## src/rtl/sram_arb_pkg.sv

```systemverilog
// Shared defaults, FSM state type and id-width helper for the 1RW SRAM arbiter.
package sram_arb_pkg;

   localparam int NREQ_DEF   = 2;
   localparam int ADDR_W_DEF = 8;
   localparam int DATA_W_DEF = 47;
   localparam int DEPTH_DEF  = 256;

   typedef enum logic {ST_INIT, ST_RUN} arbState_e;

   // A single requester still needs a one-bit id field.
   function automatic int idWidth(input int n);
      return (n > 1) ? $clog2(n) : 1;
   endfunction

   localparam int ID_W_DEF = idWidth(NREQ_DEF);

endpackage

```

## src/rtl/rr_arbiter.sv

```systemverilog
// Combinational round-robin picker; the pointer moves one past the winner on each taken grant.
module rr_arbiter
   import sram_arb_pkg::*;
#(
   parameter int NREQ = NREQ_DEF,
   parameter int ID_W = idWidth(NREQ)
) (
   input  logic            clock,
   input  logic            reset,
   input  logic [NREQ-1:0] req_i,
   input  logic            take_i,
   output logic [NREQ-1:0] grant_o,
   output logic [ID_W-1:0] grantId_o
);

   logic [ID_W-1:0] rrPtr_q, rrPtr_d;
   logic            found;
   int              idx;

   always_comb begin
      grant_o   = '0;
      grantId_o = '0;
      found     = 1'b0;
      idx       = 0;
      for (int k = 0; k < NREQ; k++) begin
         idx = int'(rrPtr_q) + k;
         if (idx >= NREQ) idx = idx - NREQ;
         for (int i = 0; i < NREQ; i++) begin
            if (i == idx && !found && req_i[i]) begin
               found      = 1'b1;
               grant_o[i] = 1'b1;
               grantId_o  = ID_W'(i);
            end
         end
      end
   end

   always_comb begin
      rrPtr_d = rrPtr_q;
      if (take_i && found) begin
         rrPtr_d = (grantId_o == ID_W'(NREQ - 1)) ? '0 : grantId_o + ID_W'(1);
      end
   end

   always_ff @(posedge clock) begin
      if (reset) rrPtr_q <= '0;
      else       rrPtr_q <= rrPtr_d;
   end

endmodule

```

## src/rtl/sram_1rw_arbiter.sv

```systemverilog
// Round-robin sharing of one 1RW SRAM macro between NREQ requesters with per-requester read buffers.
// Define SRAM_ARB_INIT_EN to zero-fill the array after reset before serving requests.
module sram_1rw_arbiter
   import sram_arb_pkg::*;
#(
   parameter int NREQ   = NREQ_DEF,
   parameter int ADDR_W = ADDR_W_DEF,
   parameter int DATA_W = DATA_W_DEF,
   parameter int DEPTH  = DEPTH_DEF
) (
   input  logic                     clock,
   input  logic                     reset,
   input  logic [NREQ-1:0]          req_valid,
   output logic [NREQ-1:0]          req_ready,
   input  logic [NREQ-1:0]          req_wmode,
   input  logic [NREQ*ADDR_W-1:0]   req_addr,
   input  logic [NREQ*DATA_W-1:0]   req_wdata,
   output logic [NREQ-1:0]          resp_valid,
   input  logic [NREQ-1:0]          resp_ready,
   output logic [NREQ*DATA_W-1:0]   resp_rdata,
   output logic                     sram_en,
   output logic                     sram_wmode,
   output logic [ADDR_W-1:0]        sram_addr,
   output logic [DATA_W-1:0]        sram_wdata,
   input  logic [DATA_W-1:0]        sram_rdata,
   output logic                     init_busy
);

   localparam int ID_W = idWidth(NREQ);

   if (DEPTH != (1 << ADDR_W)) begin : gDepthCheck
      $error("DEPTH must equal 2**ADDR_W");
   end

   logic [NREQ-1:0]              eligible, candidates, grant;
   logic [ID_W-1:0]              grantId;
   logic                         grantValid, grantWmode, readGrant, runActive;
   logic [ADDR_W-1:0]            grantAddr;
   logic [DATA_W-1:0]            grantWdata;
   logic                         inflightValid_q;
   logic [ID_W-1:0]              inflightId_q;
   logic [NREQ-1:0]              respValid_q, respValid_d;
   logic [NREQ-1:0][DATA_W-1:0]  respData_q, respData_d;

`ifdef SRAM_ARB_INIT_EN
   arbState_e         state_q, state_d;
   logic [ADDR_W-1:0] initCnt_q, initCnt_d;

   always_ff @(posedge clock) begin
      if (reset) begin
         state_q   <= ST_INIT;
         initCnt_q <= '0;
      end else begin
         state_q   <= state_d;
         initCnt_q <= initCnt_d;
      end
   end

   always_comb begin
      state_d   = state_q;
      initCnt_d = initCnt_q;
      case (state_q)
         ST_INIT: begin
            initCnt_d = initCnt_q + ADDR_W'(1);
            if (initCnt_q == ADDR_W'(DEPTH - 1)) state_d = ST_RUN;
         end
         default: ;
      endcase
   end

   assign init_busy = (state_q == ST_INIT);
   assign runActive = (state_q == ST_RUN) && !reset;
`else
   assign init_busy = 1'b0;
   assign runActive = !reset;
`endif

   // A read may only issue when its buffer will be free and none is already headed there.
   always_comb begin
      eligible = '0;
      for (int i = 0; i < NREQ; i++) begin
         eligible[i] = req_valid[i] &&
                       (req_wmode[i] ||
                        ((!respValid_q[i] || resp_ready[i]) &&
                         !(inflightValid_q && inflightId_q == ID_W'(i))));
      end
   end

   assign candidates = eligible & {NREQ{runActive}};

   rr_arbiter #(.NREQ(NREQ), .ID_W(ID_W)) u_rr (
      .clock     (clock),
      .reset     (reset),
      .req_i     (candidates),
      .take_i    (runActive),
      .grant_o   (grant),
      .grantId_o (grantId)
   );

   assign req_ready  = grant;
   assign grantValid = |grant;
   assign readGrant  = grantValid && !grantWmode;

   always_comb begin
      grantWmode = 1'b0;
      grantAddr  = '0;
      grantWdata = '0;
      for (int i = 0; i < NREQ; i++) begin
         if (grantId == ID_W'(i)) begin
            grantWmode = req_wmode[i];
            grantAddr  = req_addr[i*ADDR_W +: ADDR_W];
            grantWdata = req_wdata[i*DATA_W +: DATA_W];
         end
      end
   end

   always_comb begin
      sram_en    = grantValid;
      sram_wmode = grantWmode;
      sram_addr  = grantAddr;
      sram_wdata = grantWdata;
`ifdef SRAM_ARB_INIT_EN
      if (state_q == ST_INIT && !reset) begin
         sram_en    = 1'b1;
         sram_wmode = 1'b1;
         sram_addr  = initCnt_q;
         sram_wdata = '0;
      end
`endif
   end

   always_comb begin
      respValid_d = respValid_q;
      respData_d  = respData_q;
      for (int i = 0; i < NREQ; i++) begin
         if (respValid_q[i] && resp_ready[i]) respValid_d[i] = 1'b0;
         if (inflightValid_q && inflightId_q == ID_W'(i)) begin
            respValid_d[i] = 1'b1;
            respData_d[i]  = sram_rdata;
         end
      end
   end

   always_ff @(posedge clock) begin
      if (reset) begin
         inflightValid_q <= 1'b0;
         inflightId_q    <= '0;
         respValid_q     <= '0;
         respData_q      <= '0;
      end else begin
         inflightValid_q <= readGrant;
         if (readGrant) inflightId_q <= grantId;
         respValid_q     <= respValid_d;
         respData_q      <= respData_d;
      end
   end

   assign resp_valid = respValid_q;
   assign resp_rdata = respData_q;

endmodule

```

## config.mk

```make
export PLATFORM = sky130hd
export DESIGN_NAME = sram_1rw_arbiter
export DESIGN_NICKNAME = d
export VERILOG_FILES = /design/src/rtl/sram_arb_pkg.sv /design/src/rtl/rr_arbiter.sv /design/src/rtl/sram_1rw_arbiter.sv
export SDC_FILE = /design/constraint.sdc
export NUM_CORES = 1
export LEC_CHECK = 0
export ABC_AREA = 0
export CORE_AREA = 2 2 123 125
export DETAILED_ROUTE_END_ITERATION = 6
export DIE_AREA = 0 0 125 127
export MAX_ROUTING_LAYER = met4
export PLACE_DENSITY = 0.78
export RECOVER_POWER = 50
export SLEW_MARGIN = 10
export SYNTH_ARGS = -nofsm -noshare
export SYNTH_HDL_FRONTEND = slang
export SYNTH_SLANG_ARGS = --single-unit
export TNS_END_PERCENT = 100
```

## constraint.sdc

```tcl
create_clock -name clock -period 2.1 [get_ports clock]
set_input_delay 0.315 -clock clock [delete_from_list [all_inputs] [get_ports clock]]
set_output_delay 0.315 -clock clock [all_outputs]
set_load 0.03 [all_outputs]
```

# Yosys cells after proc, flatten, opt, wreduce, memory -nomap -nowiden
# Cells that the tools add are included.
# Widths: inputs -> output; s select.
# totals
output_inout_bits	156
wordCells	71
inputBits	165
ff_bits	99
# op_classes
bitwise_logic	2
eq_ne	2
muxes	19
n_addsub	4
order_cmp	2
reduce_logical	35
# ops
op	n
$eq 2x32->1 const A	2
$logic_not 32->1	2
$mux 32	2
$mux 47	1
$ge 32x3->1 const B	1
$sub 32x3->32 const B	1
$logic_and 1x1->1	17
$mux 1	15
$logic_not 1->1	9
$mux 8	1
$logic_or 1x1->1	4
$reduce_bool 2->1	2
$sub 1x2->3 const B	1
$add 1x1->2 const B	1
$and 2x2->2	1
$ge 1x2->1 const B	1
$reduce_or 2->1	1
$add 1x1->1 const B	1
$not 1->1	1

# Longest topological paths before layout
# Gate-level depths: netlist of run 1.
# logic_depth
word_depth	24
mapped_depth	7
mapped_depth_nobuf	6

# By module
# Synthesis of run 1 repeated with hierarchy kept, for this count alone.
# hier_totals
cells_unflattened	502
hier_area_um2	4167.7
# by_module_without_submodules
mod	instances	cells_per_inst	seq_area_each_um2	area_each_um2
sram_1rw_arbiter	1	494	1961.9	4095.2
rr_arbiter	1	8	20.0	72.6

# Least setup slack after synthesis of run 1
# OpenSTA, ideal clock, no wires.
# synth_timing
path_type	flip-flop to output port
start	reg respValid_q[1], in the netlist resp_valid[1]
end	out req_ready[0]
arrival_ns	1.672
required_time_ns	1.785
n_path_buf	0
slack_ns	0.113
path_stages_with_launch	5
path_cell_list	dfxtp_1 nand2b_1 a21oi_2 nor2_1 a211oi_1
# synth_via
elab_chain_len	12
# synth_lines
item	line	text
start: declaration	sram_1rw_arbiter.sv:42	logic [NREQ-1:0] respValid_q, respValid_d;
start signal: assignment	sram_1rw_arbiter.sv:153	respValid_q <= respValid_d;
$logic_not 1->1	sram_1rw_arbiter.sv:84	((!respValid_q[i] || resp_ready[i]) &&
$logic_or 1x1->1	sram_1rw_arbiter.sv:84	
$logic_and 1x1->1	sram_1rw_arbiter.sv:84	
$logic_or 1x1->1	sram_1rw_arbiter.sv:83	(req_wmode[i] ||
$logic_and 1x1->1	sram_1rw_arbiter.sv:82	eligible[i] = req_valid[i] &&
$and 2x2->2	sram_1rw_arbiter.sv:89	assign candidates = eligible & {NREQ{runActive}};
$logic_and 1x1->1	rr_arbiter.sv:29	if (i == idx && !found && req_i[i]) begin
$mux 1	rr_arbiter.sv:29	
$logic_not 1->1	rr_arbiter.sv:29	
$logic_and 1x1->1 (2 in series)	rr_arbiter.sv:29	
$mux 1	rr_arbiter.sv:29	
end: declaration	sram_1rw_arbiter.sv:14	output logic [NREQ-1:0] req_ready,
# No other way between the ends.

# Worst setup path in the final report of run 1
# layout_timing
start	reg inflightId_q
end	out sram_wdata[15]
# layout_via
elab_chain_len	22
word_cells_on_any_way	29
cone_classes	mux (7); bitwise (2); reduce/logical (20)
# layout_lines
item	line	text
start: declaration	sram_1rw_arbiter.sv:41	logic [ID_W-1:0] inflightId_q;
start signal: assignment	sram_1rw_arbiter.sv:152	if (readGrant) inflightId_q <= grantId;
$not 1->1	sram_1rw_arbiter.sv:85	!(inflightValid_q && inflightId_q == ID_W'(i))));
$logic_and 1x1->1	sram_1rw_arbiter.sv:85	
$logic_not 1->1	sram_1rw_arbiter.sv:85	
$logic_and 1x1->1	sram_1rw_arbiter.sv:84	
$logic_or 1x1->1	sram_1rw_arbiter.sv:83	
$logic_and 1x1->1	sram_1rw_arbiter.sv:82	
$and 2x2->2 (*)	sram_1rw_arbiter.sv:89	
$logic_and 1x1->1	rr_arbiter.sv:29	
[... 4 more ...]	n/a	
$mux 1	rr_arbiter.sv:29	
$logic_not 1->1	rr_arbiter.sv:29	
$logic_and 1x1->1 (2 in series)	rr_arbiter.sv:29	
$mux 1	rr_arbiter.sv:29	
$logic_not 1->1	rr_arbiter.sv:29	
$logic_and 1x1->1 (2 in series)	rr_arbiter.sv:29	
$mux 1 (*)	rr_arbiter.sv:29	
$mux 47 (*)	sram_1rw_arbiter.sv:109	if (grantId == ID_W'(i)) begin
end: declaration	sram_1rw_arbiter.sv:24	output logic [DATA_W-1:0] sram_wdata,
# Mark *: on every way between the ends. The rest lies on a longest branch, timed or not.

==> flow_summary.toml, run 1 <==
[drt]
drc = 0
vias = 4833
drt-total-wl_um = 19700
wl_per_cell_um = 19.0
drtPass1Iterations = 4
drt_iter0_drc = 226
ant_nets = 0
viasPerCell = 4.66

[timing]
finalHoldViolCount = 0
layout_min_cycle_time_ps = 2320
max_slew_margin = 0.275
fin_tns_setup_ps = -9620
slew_viol_final = 0
rsz0062_at_grt = "true"
fmax_ghz = 0.431
whs_ps = 390
setup_violations = 56
fin_ws_ps = -222
period_share = 1.11
worst_pin_slew_ps = 1090
fin_worst_skew_ps = 7.23

[floorplan]
die_y_um = 127
dieWidth_um = 125
rows = 44
io_pins = 321
initial_core_util = 0.299
die_area_mm2 = 0.0159
fp.coreArea_mm2 = 0.0144

[finish]
syn_to_final_growth_pct = 107
final_cell_mix = "clkdlybuf4s50_1 (255), nand2_1 (189), a21oi_1 (98), dfxtp_1 (96), mux2_4 (55)"
drive_gt1_frac = 0.231
fin_nets = 1011
layout_commonest_cell = "clkdlybuf4s50_1"

[power]
pwr_density_cell_mw_per_mm2 = 605
p_leak_nw = 3.58
ir_drop_mv = 0.433

[placement]
dpl.hpwl_um = 14000
routabilityCongestion = 0.853
place_ws_ps = -651
port_buffers = 319

[synth]
syn_inst = 504
synth_fp_nets = 669
synth_area_mm2 = 0.00431
ys_ff_latch = 99
syn_avg_cell_area_um2 = 8.56
ys_warn_count = 0
synth_cell_types = 29
yosysSeqAreaShare = 0.460

[cts]
clk_pin_slew_ps = 60
clock-sinks = 99
insertion_delay_ps = 340
htreeDepth = 3
cts-root-buf = "clkbuf_16"
hold_buffers = 0
numCtsBuffers = 9
clock_path_buffers = 2
cts_tree = "done"

[global_routing]
antenna_found_initial = 3
grt_pass1_wl_um = 28100
grt_usage = 0.238
grt_pass1_vias = 4825
grt_overflow = 0
grt_start_max_net_pins = 102

[worst_setup_path]
arrival_ps = 2010
worst-setup-path-type = "register to output pin"
worstPathMaxFanout = 5
required_ps = 1780
startpoint_type = "register"
critPathCaptureType = "output pin"

[run_status]
violations = "negative setup slack"
status = "complete, but fails checks"

[worst_hold_path]
hold_path.class = "input port to register"

[flow_run]
drv_cap = 0
flip-flops by register name, indices dropped and copies added (netlist names):
signal,flops
u_rr.rrPtr_q,1
inflightId_q,1
inflightValid_q,1
resp_valid,2
resp_rdata,94
report_power, final:
| part | leakage, nW | switching (mW) | internal [mW] |
|---|---|---|---|
| logic | 2.62 | 0.748 | 0.898 |
| clock network | 0.162 | 0.696 | 1.10 |
| registers | 0.805 | 0.0328 | 1.94 |
| total | 3.58 | 1.48 | 3.94 |
worst max-delay path, cell delays in order (launching register included):
cell      delay (ps)
dfxtp_4          360
nand2b_4         140
a21o_4           210
nand3b_4         130
buf_12           140
nand2_8           80
buf_16           150
mux2_4           310
buf_12           150
cell families after synthesis:
| group | after synthesis | synth area share |
|---|---|---|
| compound gates | 108 | 0.133 |
| buf+inv | 41 | 0.0461 |
| flops | 99 | 0.460 |
| mux | 55 | 0.178 |
| other cells | 1 | 0.000869 |
| simple gates | 200 | 0.182 |
repair_timing:
action	4_1_cts	5_1_grt
resized for setup	100	53
buffers inserted	9	8
cloned	7	1
pin swaps	6	7
endpoints found under the setup margin	58	59
metrics by stage:
stage | area, um^2 | utilization | cells | power, mW
floorplan | 4310 | - | 504 | 2.64
global placement | 7940 | 0.551 | 996 | 3.45
detailed placement | 7940 | 0.551 | 996 | 3.45
CTS | 8710 | 0.604 | 1027 | 5.38
global route | 8940 | 0.620 | 1037 | 5.61
finish | 8940 | 0.620 | 1037 | 5.41
cell usage after synthesis:
library cell | n | area, um^2
nand2_1 | 191 | 717
dfxtp_1 | 99 | 1980
a21oi_1 | 98 | 490
mux2_4 | 40 | 601
clkbuf_1 | 21 | 78.8
mux2_1 | 15 | 169
buf_1 | 8 | 30.0
buf_6 | 5 | 56.3
buf_2 | 3 | 15.0
a211oi_1 | 2 | 15.0
inv_1 | 2 | 7.51
nand2b_1 | 2 | 12.5
nor2_1 | 2 | 7.51
a2111oi_2 | 1 | 15.0
a21boi_0 | 1 | 7.51
a21o_1 | 1 | 7.51
a21o_2 | 1 | 8.76
a21oi_2 | 1 | 8.76
a2bb2oi_1 | 1 | 8.76
and2_1 | 1 | 6.26
buf_4 | 1 | 7.51
conb_1 | 1 | 3.75
inv_2 | 1 | 3.75
nand2b_4 | 1 | 13.8
nand3b_2 | 1 | 11.3
nor2b_1 | 1 | 6.26
nor3_2 | 1 | 10.0
o211ai_1 | 1 | 7.51
o21ai_1 | 1 | 5.00
final cells by class:
type | count | area (um^2)
Fill cell | 1193 | 5480
Timing Repair Buffer | 367 | 4070
Multi-Input combinational cell | 366 | 2310
Sequential cell | 99 | 1990
Clock buffer | 11 | 253
Tap cell | 184 | 230
Clock inverter | 4 | 73.8
Inverter | 3 | 13.8
Antenna cell | 3 | 7.51
worst paths after layout:
kind / startpoint / endpoint / slack (ps) / depth (start not counted)
worst max-delay path: inflightId_q / sram_wdata[15] / -220 / 8
worst max register to register: resp_valid[1] / inflightValid_q / 250 / 11
worst min-delay path: req_wmode[0] / inflightId_q / 390 / 3
worst min register to register: resp_rdata[64] / resp_rdata[64] / 450 / 2
routing by layer:
layer	vias to the layer above	routed length, um	global-route usage
met3	55	1360	0.0624
met1	2202	7260	0.256
li1	2348	-	-
met4	0	878	0.114
met5	-	0	-
met2	228	10200	0.410
(Power assumes the default switching activity.)
==> run 2: changes to the inputs <==
ABC_AREA = 1   (was 0)
CORE_AREA = 2 2 125 127   (was 2 2 123 125)
DIE_AREA = 0 0 127 129   (was 0 0 125 127)
GPL_TIMING_DRIVEN = 0   (was unset)
PLACE_DENSITY = 0.75   (was 0.78)
==> run 2 against run 1 <==
Net effect: fmax rose by 8.0%; critical endpoint is now sram_wdata[10]; clock skew barely moved; routed wire length fell by 2.4%; area after synthesis fell by 1.8%; sequential power rose by 4%; critical path type is now input port to output pin; synthesized cell count rose by 25%; the run still ends with negative setup slack left; register-to-register slack improved by 90 ps; sequential share of layout area rose by 1.4 points; cell count rose by 13%.
==> flow_summary.toml, run 2 <==
[floorplan]
io_pins = 321
dieWidth_um = 127
fp.coreArea_mm2 = 0.0150
die_area_mm2 = 0.0164
die_y_um = 129
rows = 45
initial_core_util = 0.283

[timing]
fmax_ghz = 0.465
slew_viol_final = 0
fin_tns_setup_ps = -287
layout_min_cycle_time_ps = 2150
worst_pin_slew_ps = 539
setup_violations = 10
finalHoldViolCount = 0
max_slew_margin = 0.641
period_share = 1.02
fin_worst_skew_ps = 7.00
rsz0062_at_grt = "true"
fin_ws_ps = -49.5

[global_routing]
grt_usage = 0.229
grt_start_max_net_pins = 18
grt_pass1_vias = 5074
grt_overflow = 0
grt_pass1_wl_um = 28000
antenna_found_initial = 0

[synth]
syn_avg_cell_area_um2 = 6.72
synthSimpleGateAreaFrac = 0.340
ys_async_sr_fraction = 0
synthTopCellsByArea = "dfxtp_1 (47%), nor2_1 (17%), nand2_1 (15%)"
syn_inst = 630
synth.largest_area_cell = "dfxtp_1"
ys_ff_latch = 99
synthAdderAreaFrac = 0
synth.most_common_cell = "nor2_1"
ys_warn_count = 0
synth_fp_nets = 795
synth_mux_area_frac = 0
synth_common_cells = "nor2_1 (189), nand2_1 (167), dfxtp_1 (99), o21ai_0 (89), clkbuf_1 (20)"
synth_flop_cell = "dfxtp_1"
synth-compound-area-share = 0.121
synth_xor_area_frac = 0
yosysSeqAreaShare = 0.468
synth_top_family_by_area = "simple AND/OR/NAND/NOR gates"
synth_edf_count = 0
synth_area_mm2 = 0.00423
synth_cell_types = 20
synth_top_area_share = 0.468

[finish]
post-route-util = 0.561
n_antenna_cell = 0
layout_commonest_cell = "clkdlybuf4s50_1"
fin_nets = 1144
syn_to_final_growth_pct = 98.6
final_cell_mix = "clkdlybuf4s50_1 (255), nor2_1 (188), nand2_1 (128), dfxtp_1 (97), o21ai_0 (89)"
design_area_mm2 = 0.00841
drive_gt1_frac = 0.178
largest_reg_flops = 94
fillCellCount = 1409

[worst_setup_path]
cp_common_cell = "nand2_2"
critPathSlowestCell = "clkdlybuf4s50_1"
crit_chain = "clkdlybuf4s50_1, inv_2, nor2_4, nand3_4, nand2_4, inv_6, buf_8, buf_12, buf_16, nand2_2, nand2_2, buf_6"
r2r_cells = 8
crit_path_max_incr_delay_ps = 470
critPathCaptureType = "output pin"
worst-setup-path-type = "input port to output pin"
arrival_ps = 1830
rrSetupSlack_ps = 340
required_ps = 1780
startpoint_type = "input port"
worstPathMaxFanout = 6

[cts]
clock_path_buffers = 2
numCtsBuffers = 9
cts-root-buf = "clkbuf_16"
clk_pin_slew_ps = 70
clock-sinks = 99
cts_tree = "done"
insertion_delay_ps = 340
htreeDepth = 3

[power]
ir_drop_mv = 0.558
pwr_density_cell_mw_per_mm2 = 671
p_seq_frac = 0.362
p_leak_nw = 3.65
finalPower_mw = 5.64
p_clk_frac = 0.321
p_sw_mw = 1.78
p_int_mw = 3.87
switching_share = 0.315
pwr-share-comb = 0.317

[placement]
detailed_place.area_mm2 = 0.00766
place_ws_ps = -893
port_buffers = 319
dpl.hpwl_um = 14900
routabilityCongestion = 0.866

[flow_run]
drv_cap = 0

[run_status]
status = "complete, but fails checks"
violations = "negative setup slack"

[drt]
drc = 0
drt_iter0_drc = 209
drt-total-wl_um = 19200
drtPass1Iterations = 5
wl_per_cell_um = 16.4
ant_nets = 0
vias = 5293
viasPerCell = 4.52

[worst_hold_path]
hold_depth = 4
hold_path.class = "input port to register"
==> run 2: cell families (layout without fill, tap and decap cells) <==
family	Yosys count	in the layout
other cells	1	1
buf+inv	58	412
flops	99	99
simple gates	372	372
compound gates	100	100
==> run 2: path summary, 6_finish.rpt <==
check	to	from
setup / recovery	sram_wdata[10]	req_valid[0]
hold reg to reg	resp_rdata[0]	resp_rdata[0]
setup reg to reg	resp_rdata[10]	inflightId_q
hold / removal	inflightValid_q	req_wmode[0]
==> run 2: what timing repair did <==
item	4_1_cts	5_1_grt
setup buffers	14	6
pin swaps	13	6
resized for setup	423	44
endpoints found under the setup margin	59	57
hold endpoints to repair	0	0
hold buffers	0	0
cloned	3	0
==> run 2: final cells by class <==
cell class	count	area [um^2]	area share
multi-input combinational	473	2160	0.257
inverter	15	61.3	0.00729
clock inverter	6	96.3	0.0115
tap	188	235	0.0280
sequential	99	1990	0.236
buffer	41	244	0.0290
clock buffer	10	229	0.0272
timing repair buffer	340	3400	0.404
==> run 2: critical path: cells and delay by family <==
| kind | cells | cell delay (ps) |
|---|---|---|
| buffers and inverters | 7 | 1070 |
| AND/OR/NAND/NOR | 5 | 430 |
==> run 2: stage by stage <==
stage	hold WS (ps)	cells
finish	383	1172
global route	406	1172
CTS	422	1170
detailed placement	471	1137
global placement	461	1137
floorplan	384	630
==> run 2: power groups by stage <==
stage	sequential (mW)	clock [mW]	combinational, mW
finish	2.04	1.81	1.79
global route	2.05	1.93	1.90
CTS	2.04	1.84	1.77
detailed placement	2.08	0	1.68
global placement	2.08	0	1.67
floorplan	2.29	0	0.596
==> run 2: metal layers <==
| metal | GRT usage | vias up | wire [um] |
|---|---|---|---|
| met5 | - | - | 0 |
| met4 | 0.0782 | 0 | 507 |
| met3 | 0.0674 | 32 | 1610 |
| met2 | 0.424 | 225 | 10200 |
| met1 | 0.230 | 2382 | 6910 |
| li1 | - | 2654 | - |
